[src/rtl/vec_alu_seq.sv]
// vec_alu_seq: issue-side sequencer for the vector ALU lanes.
// Fetches vs1/vs2, runs all lanes to completion, OR-merges results and writes vd back.
module vec_alu_seq #(
    parameter int         VLEN     = 128,
    parameter int         NB_LANES = 1,
    parameter logic [9:0] TIMEOUT  = 10'd1023
) (
    input  logic                              clk,
    input  logic                              resetn,
    input  logic                              req_valid,
    output logic                              req_ready,
    input  logic [5:0]                        req_opcode,
    input  logic [2:0]                        req_vsew,
    input  logic [4:0]                        req_vs1,
    input  logic [4:0]                        req_vs2,
    input  logic [4:0]                        req_vd,
    output logic [4:0]                        rf_raddr,
    input  logic [VLEN-1:0]                   rf_rdata,
    output logic                              rf_we,
    output logic [4:0]                        rf_waddr,
    output logic [VLEN-1:0]                   rf_wdata,
    output logic                              lane_run,
    output logic [5:0]                        lane_opcode,
    output logic [2:0]                        lane_vsew,
    output logic [VLEN-1:0]                   lane_vs1,
    output logic [VLEN-1:0]                   lane_vs2,
    input  logic [(1<<NB_LANES)-1:0]          lane_done,
    input  logic [(1<<NB_LANES)*VLEN-1:0]     lane_vd,
    output logic                              resp_valid,
    output logic                              resp_err
);
    localparam int NL = 1 << NB_LANES;
    typedef enum logic [2:0] {IDLE, RD1, RD2, LOAD, RUN, WB, ERR} state_t;
    state_t          state;
    logic [4:0]      vs2_idx;
    logic [9:0]      cnt;
    logic [VLEN-1:0] merged;
    logic            legal;
    always_comb begin
        merged = '0;
        for (int i = 0; i < NL; i++) merged = merged | lane_vd[i*VLEN +: VLEN];
        legal = (req_opcode == 6'b001001) && (req_vsew <= 3'd3);
    end
    always_ff @(posedge clk) begin
        if (!resetn) begin
            state       <= IDLE;
            req_ready   <= 1'b0;
            rf_we       <= 1'b0;
            lane_run    <= 1'b0;
            resp_valid  <= 1'b0;
            resp_err    <= 1'b0;
            rf_raddr    <= '0;
            rf_waddr    <= '0;
            lane_opcode <= '0;
            lane_vsew   <= '0;
            rf_wdata    <= '0;
            lane_vs1    <= '0;
            lane_vs2    <= '0;
            vs2_idx     <= '0;
            cnt         <= '0;
        end else begin
            rf_we      <= 1'b0;
            resp_valid <= 1'b0;
            resp_err   <= 1'b0;
            req_ready  <= 1'b0;
            case (state)
                IDLE: begin
                    if (req_valid && req_ready) begin
                        // illegal requests leave the lanes and register file interface untouched
                        if (legal) begin
                            lane_opcode <= req_opcode;
                            lane_vsew   <= req_vsew;
                            rf_raddr    <= req_vs1;
                            vs2_idx     <= req_vs2;
                            rf_waddr    <= req_vd;
                            state       <= RD1;
                        end else begin
                            resp_valid <= 1'b1;
                            resp_err   <= 1'b1;
                            state      <= ERR;
                        end
                    end else begin
                        req_ready <= 1'b1;
                    end
                end
                RD1: begin
                    rf_raddr <= vs2_idx;
                    state    <= RD2;
                end
                RD2: begin
                    lane_vs1 <= rf_rdata;
                    state    <= LOAD;
                end
                LOAD: begin
                    lane_vs2 <= rf_rdata;
                    cnt      <= '0;
                    lane_run <= 1'b1;
                    state    <= RUN;
                end
                RUN: begin
                    if (&lane_done) begin
                        rf_wdata   <= merged;
                        rf_we      <= 1'b1;
                        resp_valid <= 1'b1;
                        lane_run   <= 1'b0;
                        state      <= WB;
                    end else if (cnt == TIMEOUT) begin
                        resp_valid <= 1'b1;
                        resp_err   <= 1'b1;
                        lane_run   <= 1'b0;
                        state      <= ERR;
                    end else if (cnt != '1) begin
                        cnt <= cnt + 10'd1;
                    end
                end
                WB, ERR: begin
                    req_ready <= 1'b1;
                    state     <= IDLE;
                end
                default: state <= IDLE;
            endcase
        end
    end
endmodule

[config.mk]
export PLATFORM = sky130hd
export DESIGN_NAME = vec_alu_seq
export DESIGN_NICKNAME = d
export VERILOG_FILES = /design/src/rtl/vec_alu_seq.sv
export SDC_FILE = /design/constraint.sdc
export NUM_CORES = 1
export LEC_CHECK = 0
export ABC_AREA = 1
export BUFFER_PORTS_ARGS = -buffer_cell sky130_fd_sc_hd__buf_2
export CORE_AREA = 2 2 321 323
export DETAILED_ROUTE_END_ITERATION = 10
export DIE_AREA = 0 0 323 325
export GPL_TIMING_DRIVEN = 0
export HOLD_SLACK_MARGIN = 0.05
export PLACE_DENSITY = 0.46
export SYNTH_ARGS = -nofsm -noshare
export SYNTH_HDL_FRONTEND = slang
export SYNTH_SLANG_ARGS = --single-unit
[constraint.sdc]
create_clock -name clk -period 2.55 [get_ports clk]
set_input_delay 0.6375 -clock clk [delete_from_list [all_inputs] [get_ports clk]]
set_output_delay 0.6375 -clock clk [all_outputs]
set_load 0.03 [all_outputs]
### Yosys cells after proc, flatten, opt, wreduce, memory -nomap -nowiden

Cells that the tools add are included.

* flip-flop bits (word level): 426
* input bits: 413
* output and inout bits: 408
* word-level logic and storage cells: 72

* $add $sub $neg: 1
* order comparisons: 1
* eq/ne operators: 15
* multiplexer cells: 25
* bitwise logic cells: 1
* reduce and logical (&&, ||, !) cells: 14

Operators by type and width (count)
* 128-bit bitwise OR: 1
* 10-bit two-way mux: 3
* 10-bit one-hot mux with 2 select lines: 1
* 3-bit one-hot mux with 5 select lines: 1
* 3-bit two-way mux: 4
* 10-bit by 1-bit adder with 10-bit output, second input constant: 1
* 10-bit equality test, second input constant: 1
* 5-bit two-way mux: 2
* 10-bit inequality test, second input constant: 1
* 2-bit inequality test, second input constant: 5
* 5-bit one-hot mux with 2 select lines: 1
* 3-bit equality test, second input constant: 3
* 1-bit two-way mux: 9
* 3-bit AND reduction: 3
* 1-bit one-hot mux with 2 select lines: 4
* 2-bit AND reduction: 4
* 3-bit by 2-bit equality test with 1-bit output, second input constant: 2
* 6-bit by 4-bit equality test with 1-bit output, second input constant: 1
* 4-bit AND reduction: 1
* 2-bit nonzero test: 2
* 3-bit by 1-bit equality test with 1-bit output, second input constant: 1
* 3-bit by 2-bit less-or-equal comparator with 1-bit output, second input constant: 1
* 3-bit zero test: 1
* 3-bit inequality test, second input constant: 1
* 2 further kinds: 3

### Depth between registers and ports, before layout

Gate-level depths: netlist of run 1.

* word-level depth: 5
* depth in mapped cells: 10
* depth with buffers taken out: 9

### Worst setup path after synthesis of run 1

OpenSTA, ideal clock, no wires.

* kind: input port to flip-flop
* start point: in resetn
* end point: reg lane_vs1[124]
* library setup time: 0.065 ns
* arrival: 1.466 ns
* data required time: 2.485 ns
* path slack: 1.020 ns
* stages on the path: 5
* path buffers: 3
* cells stage by stage: buf_2 -> clkbuf_1 -> clkbuf_1 -> o21ai_0 -> nor2_1

RTL lines
* start, declared: line 9 `input logic resetn,`
* end signal, assigned: line 91 `lane_vs1 <= rf_rdata;`
* end, declared: line 25 `output logic [VLEN-1:0] lane_vs1,`

==> qor.csv, run 1 <==
stage,metric,value,unit
clock_tree,cts-resized-gates,0,
yosys,synth-compound-area-share,0.1930,
floorplanning,num_rows,117,
power,p_int,14.04,mW
critical_path,worst_ep_arrival_time,2.81,ns
route,viasPerCell,3.972,
min_path,hp-class,primary input to flip-flop,
floorplanning,initial_utilization,0.1549,
clock_tree,cts_sinks,426,
critical_path,cp_max_fo,10,
clock_tree,clockBufferDepth,3,
cells_and_area,design_area,23250,um^2
route,routedWlPerCell,20.16,um
yosys,yosys.area_share.simple,0.2031,
global_routing,grtUsageTotal,0.1571,
yosys,synthCells,1977,
cells_and_area,final_common_cell,buf_2,
yosys,syn_avg_cell_area,7.936,um^2
critical_path,critPathLaunchType,primary input,
floorplanning,io_pins,821,
sta,fin_ws,0.2698,ns
clock_tree,clk_pin_slew,0.06,ns
clock_tree,cts_setup_buffers,0,
placement,dp_hpwl,70990,um
clock_tree,cts-root-buf,clkbuf_16,
critical_path,cp_top_family,buffers and inverters,
sta,fin_crit_sh,0.8942,
cells_and_area,final_nets,3264,
cells_and_area,final_cell_mix,"buf_2, nor2_1, dfxtp_1, o21ai_0, nand2_1",
sta,finalMaxSlewViolations,0,
sta,tns,0,ns
power,p_leak,10.45,nW
critical_path,r2r_slack,0.47,ns
route,drt-initial-drc-count,802,
placement,place_congestion,0.8467,
min_path,holdPathStages,3,
critical_path,path_buf_inv,3,
placement,pre_cts_slack,-0.5109,ns
yosys,ys_seq_area_frac,0.5435,
critical_path,worst_r2r_path_depth,6,
global_routing,grt-ovfl-total,0,
placement,portBuffers,819,
floorplanning,dieArea,105000,um^2
sta,tightest_slew,1.061,ns
power,pwr-share-seq,0.366,
yosys,yosys.area_share.xor_xnor,0.0005582,
yosys,muxShareOfSynthArea,0,
placement,dp_cells,4164,
min_path,min_from,req_vsew[0],
power,clkPwrFrac,0.339,
route,drcViolationCount,0,
clock_tree,cts_tree,yes,
yosys,synthAdderAreaFrac,0.0007974,
global_routing,grt_pass1_vias,16501,
sta,relSlewSlack,0.2924,
global_routing,grt_antenna_before_repair,30,
cells_and_area,synthToLayoutAreaGrowth,48.19,%
critical_path,cpMostUsedCell,buf_2,
critical_path,reg2reg_to,lane_vs2[8],
critical_path,required,3.08,ns
global_routing,grt_pass1_wl,119000,um
route,wl,85950,um
power,p_per_area,967.0,nW/um^2
power,comb_power_share,0.296,
sta,max_freq,0.4385,GHz
yosys,yosys_warnings,0,
clock_tree,clk_latency,0.61,ns
sta,hold_viol,0,
sta,rsz0062_at_grt,no,
critical_path,r2r-start,state[2],
floorplanning,die_h,325,um
sta,period_needed,2.280,ns
critical_path,max_stage_delay,0.72,ns
route,dr_total_vias,16935,
power,swShare,0.3756,
yosys,synth.distinct_cells,32,
power,p_switching,8.444,mW
clock_tree,cts_hold_buf,0,
critical_path,path_cells,buf_2 > buf_2 > clkbuf_1 > o21ai_0 > nor2_1,
sta,setup_viol,0,
route,first_pass_iters,6,
yosys,syn-cell-area,15690,um^2
min_path,hold_end,lane_vsew[0],
flow_run,cap_violations,0,
global_routing,grt_start_max_net_pins,14,
clock_tree,cts_inserted_buffers,52,
yosys,synthesis.nets,2391,
critical_path,crit_type,primary input to flip-flop,
yosys,synth-seq-cells,426,
power,vdd_drop_max,444.2,uV
placement,placed_area,21500,um^2
cells_and_area,drive_gt1_frac,0.3482,
yosys,synth_top_family_by_area,simple AND/OR/NAND/NOR gates,
floorplanning,design.core.area,101300,um^2
sta,fin_skew,0.03044,ns
clock_tree,h-tree-depth,2,
cells_and_area,layoutNonFillerInstCount,4264,
route,ant_nets,0,
critical_path,crit_path_top_delay_cell,clkbuf_1,
critical_path,endpoint_kind,flip-flop,
floorplanning,die_x,323,um
status,status,finished clean,
-- logic make-up after synthesis --
| family | Yosys count |
|---|---|
| AND/OR/NAND/NOR | 819 |
| AO/OA/AOI/OAI | 538 |
| flip-flops | 426 |
| buffers and inverters | 192 |
| XOR/XNOR | 1 |
| adder cells (fa/ha/maj) | 1 |
-- registers in the layout, summed over array words and instances, names as in the netlist --
signal       flops
cnt             10
rf_waddr         5
lane_run         1
req_ready        1
rf_wdata       128
rf_raddr         5
rf_we            1
state            3
lane_vs1       128
resp_valid       1
lane_opcode      6
lane_vsew        3
lane_vs2       128
vs2_idx          5
resp_err         1
-- layout make-up --
cell class                 instances  area (um^2)
fill                           11688        78050
sequential                       426         8528
multi-input combinational       1359         6236
timing repair buffer             819         4099
tap                             1368         1712
clock buffer                      76         1511
buffer                           150        768.2
clock inverter                    17        221.5
inverter                          42        157.7
antenna                            7        17.52
-- layer usage --
metal	vias to the layer above	routed length, um	global-route usage
met5	-	69	0
met4	10	2595	0.04307
met3	127	5606	0.03866
met2	636	43150	0.2880
met1	7832	34530	0.1787
li1	8330	-	-
-- synth_stat cells (all sizes together) --
master    n  area, um^2
o211ai  128       960.9
dfxtp   426        8528
nand2   222       843.3
o21ai   263        1316
buf      90       541.8
ha        1       12.51
xor2      1       8.760
a211oi    1       12.51
inv      42       157.7
nand3b    1       7.510
and3      4       25.02
nor3b     1       7.510
clkbuf   60       226.5
a21oi   144       720.7
nand3    22       120.1
nor2    562        2127
o21bai    1       7.510
o211a     1       10.01
nand4     5       46.29
nor3      2       10.01
-- worst max-delay path by stage --
| stage | startpoint | end | cells after the start |
|---|---|---|---|
| after detailed placement | resetn | lane_vs1[0] | 5 |
| final | resetn | lane_vs1[0] | 5 |
| after global routing | resetn | lane_vs1[125] | 5 |
| after CTS | resetn | lane_vs1[0] | 5 |
| after global placement | resetn | lane_vs1[0] | 5 |
| after floorplan | resetn | lane_vs1[124] | 5 |
-- stage by stage --
stage | utilization | hold slack (ns) | power [mW]
after floorplan | - | 0.4571 | 12.37
after global placement | 0.2122 | 0.4412 | 15.10
after detailed placement | 0.2122 | 0.4451 | 15.14
after CTS | 0.2293 | 0.1794 | 22.87
after global routing | 0.2294 | 0.2017 | 23.63
final | 0.2295 | 0.2499 | 22.48
-- power groups by stage --
stage	Combinational (mW)	Clock [mW]	Sequential (mW)
floorplan	2.02	0	10.4
detailed placement	6.77	0	8.37
CTS	6.78	7.87	8.23
global route	7.22	8.07	8.34
finish	6.65	7.61	8.22
global placement	6.77	0	8.33
-- worst register-to-register path, cell delays in order (launching register included) --
cell	delay (ns)
dfxtp_1	0.39
inv_2	0.09
nand3_2	0.16
buf_2	0.43
clkbuf_1	0.44
o21ai_0	0.33
nor2_1	0.17
No activity file was read; power rests on OpenSTA's default activity.
==> run 2: changes to the inputs <==
==> config.mk (replaced) <==
export PLATFORM = sky130hd
export DESIGN_NAME = vec_alu_seq
export DESIGN_NICKNAME = d
export VERILOG_FILES = /design/src/rtl/vec_alu_seq.sv
export SDC_FILE = /design/constraint.sdc
export NUM_CORES = 1
export LEC_CHECK = 0
export ABC_AREA = 0
export BUFFER_PORTS_ARGS = -buffer_cell sky130_fd_sc_hd__buf_2
export CORE_AREA = 2 2 323 325
export DETAILED_ROUTE_END_ITERATION = 10
export DIE_AREA = 0 0 325 327
export GPL_TIMING_DRIVEN = 0
export HOLD_SLACK_MARGIN = 0.05
export PLACE_DENSITY = 0.45
export SYNTH_ARGS = -nofsm -noshare
export SYNTH_HDL_FRONTEND = slang
export SYNTH_SLANG_ARGS = --single-unit
==> run 2 against run 1 <==
Net effect: clock power is 3.0% higher; final cell count decreased by 2.4%; area after synthesis is 4.5% lower; fmax fell by 6.6%; utilization is 0.70 points lower; setup slack worse by 0.16 ns; count of clock-buffer cells in the layout is 2 higher; critical path type unchanged.
==> qor.csv, run 2 <==
stage,metric,value,unit
status,status,finished clean,
yosys,synth_top_family_by_area,simple AND/OR/NAND/NOR gates,
floorplanning,die_h,327,um
critical_path,cp_max_fo,11,
clock_tree,clk_pin_slew,0.06,ns
yosys,synth_edf_count,0,
sta,finalMaxSlewViolations,0,
yosys,yosys.area_share.xor_xnor,0.0005844,
critical_path,crit_type,primary input to flip-flop,
yosys,yosys_warnings,0,
global_routing,grt_start_max_net_pins,16,
flow_run,cap_violations,0,
route,wl,83530,um
yosys,synth_most_common_cell,nand2_1,
cells_and_area,final_cell_mix,"buf_2, nand2_1, dfxtp_1, a21oi_1, nor3_1",
sta,period_needed,2.441,ns
yosys,ys_seq_area_frac,0.5690,
floorplanning,num_rows,118,
clock_tree,clockBufferDepth,3,
yosys,syn-cell-area,14990,um^2
global_routing,grt_antenna_before_repair,13,
cells_and_area,final_nets,3151,
cells_and_area,final_common_cell,buf_2,
sta,fin_crit_sh,0.9573,
yosys,yosys.area_share.simple,0.2763,
floorplanning,design.core.area,102900,um^2
yosys,yosysTopAreaCellShare,0.5690,
yosys,yosys-top-cells-area,"dfxtp_1, nand2_1, a21oi_1",
yosys,yosys-top-cells-count,"nand2_1, dfxtp_1, a21oi_1",
route,first_pass_iters,5,
placement,pre_cts_slack,-1.114,ns
sta,relSlewSlack,0.2220,
clock_tree,cts_sinks,426,
placement,dp_hpwl,66930,um
yosys,synth-compound-area-share,0.1031,
clock_tree,cts-root-buf,clkbuf_16,
sta,fin_ws,0.1090,ns
route,routedWlPerCell,20.08,um
route,dr_total_vias,16285,
yosys,synth-seq-cells,426,
sta,tightest_slew,1.167,ns
global_routing,grt_pass1_wl,115700,um
power,vdd_drop_max,527.2,uV
cells_and_area,synthToLayoutAreaGrowth,52.80,%
floorplanning,initial_utilization,0.1456,
critical_path,max_stage_delay,0.86,ns
placement,portBuffers,820,
clock_tree,h-tree-depth,2,
critical_path,cpMostUsedCell,clkbuf_1,
sta,setup_viol,0,
critical_path,worst_ep_arrival_time,2.91,ns
global_routing,grt-ovfl-total,0,
clock_tree,cts_inserted_buffers,53,
sta,rsz0062_at_grt,no,
critical_path,endpoint_kind,flip-flop,
cells_and_area,drive_gt1_frac,0.3555,
route,ant_nets,0,
clock_tree,cts_hold_buf,0,
yosys,yosys_most_used_dff,dfxtp_1,
sta,hold_viol,0,
yosys,synth.distinct_cells,42,
route,drcViolationCount,0,
global_routing,grt_pass1_vias,15748,
floorplanning,die_x,325,um
clock_tree,cts_tree,yes,
yosys,yosysTopAreaCell,dfxtp_1,
route,viasPerCell,3.914,
power,p_per_area,891.0,nW/um^2
clock_tree,clk_latency,0.64,ns
min_path,hp-class,primary input to flip-flop,
power,p_leak,9.871,nW
critical_path,required,3.02,ns
yosys,synthAdderAreaFrac,0.0008349,
placement,dp_cells,4063,
critical_path,critPathLaunchType,primary input,
placement,place_congestion,0.9146,
sta,fin_hold_ws,0.2437,ns
sta,tns,0,ns
cells_and_area,layoutNonFillerInstCount,4161,
yosys,synth-async-reset-ratio,0,
sta,max_freq,0.4097,GHz
sta,fin_skew,0.02360,ns
global_routing,grtUsageTotal,0.1502,
critical_path,crit_path_top_delay_cell,clkbuf_1,
yosys,syn_avg_cell_area,8.044,um^2
critical_path,path_cells,buf_2 > inv_1 > clkbuf_1 > clkbuf_2 > clkbuf_1 > a21oi_1,
cells_and_area,largest_registers,"lane_vs1: 128 flops, lane_vs2: 128 flops, rf_wdata: 128 flops",
floorplanning,io_pins,821,
floorplanning,dieArea,106300,um^2
yosys,synthCells,1863,
yosys,synthesis.nets,2277,
route,drt-initial-drc-count,814,
yosys,muxShareOfSynthArea,0.01202,
-- run 2: cell types whose count changed after synthesis, sizes merged, moves of 18 or more --
cell,delta
a21oi,+125
mux2i,+18
nor2,-415
clkbuf,+54
inv,-39
o211ai,-126
o21ai,-250
nor3,+259
nand2,+302
buf,-64
-- run 2: path summary, 6_finish.rpt --
check	start	end	slack (ns)	cells past startpoint
setup / recovery	resetn	req_ready	0.11	6
hold / removal	rf_rdata[65]	lane_vs1[65]	0.24	3
setup reg to reg	state[2]	rf_wdata[56]	0.11	6
hold reg to reg	lane_vs1[63]	lane_vs1[63]	0.45	2
-- run 2: per-layer routing --
layer  GRT usage  vias to the layer above  part of all wire
met5           0                        -           0.00095
met2      0.2614                      576              0.49
met3     0.04318                      104             0.071
li1            -                     7958                 -
met1      0.1809                     7635              0.42
met4     0.03814                       12             0.022
-- run 2: layout make-up --
class | count | area, um^2
antenna | 5 | 12.51
buffer | 139 | 594.3
clock buffer | 78 | 1580
clock inverter | 16 | 227.7
fill | 11616 | 80010
inverter | 3 | 11.26
multi-input combinational | 1294 | 6115
sequential | 426 | 8528
tap | 1380 | 1727
timing repair buffer | 820 | 4104
-- run 2: where the power goes --
group,switching [mW],internal (mW),leakage [nW]
Sequential,0.382,7.38,3.44
Combinational,3.52,1.28,5.54
Clock,3.23,4.61,0.887
Total,7.13,13.3,9.87
-- run 2: repair_timing --
action	in CTS	in global routing
setup endpoints to repair	277	182
buffers inserted	0	0
resized for setup	55	26
pin swaps	0	0
-- run 2: kinds of logic (layout without fill, tap and decap cells) --
| group | count (synthesis) | in the layout |
|---|---|---|
| flops | 426 | 426 |
| xor+xnor | 1 | 1 |
| mux | 18 | 18 |
| simple gates | 975 | 975 |
| compound gates | 299 | 299 |
| fa+ha+maj | 1 | 1 |
| buf+inv | 143 | 1056 |
| other cells | 0 | 5 |
-- run 2: through the flow --
step	util	power, mW	area [um^2]
4_1_cts	0.2220	20.77	22840
3_3_place_gp	0.2023	12.74	20820
6_report	0.2225	20.40	22900
3_5_place_dp	0.2023	12.75	20820
2_1_floorplan	-	10.61	14990
5_1_grt	0.2225	21.39	22890
-- run 2: critical path, delay by kind of cell --
kind            cells  cell delay (ns)
buf+inv             5             2.14
compound gates      1             0.09
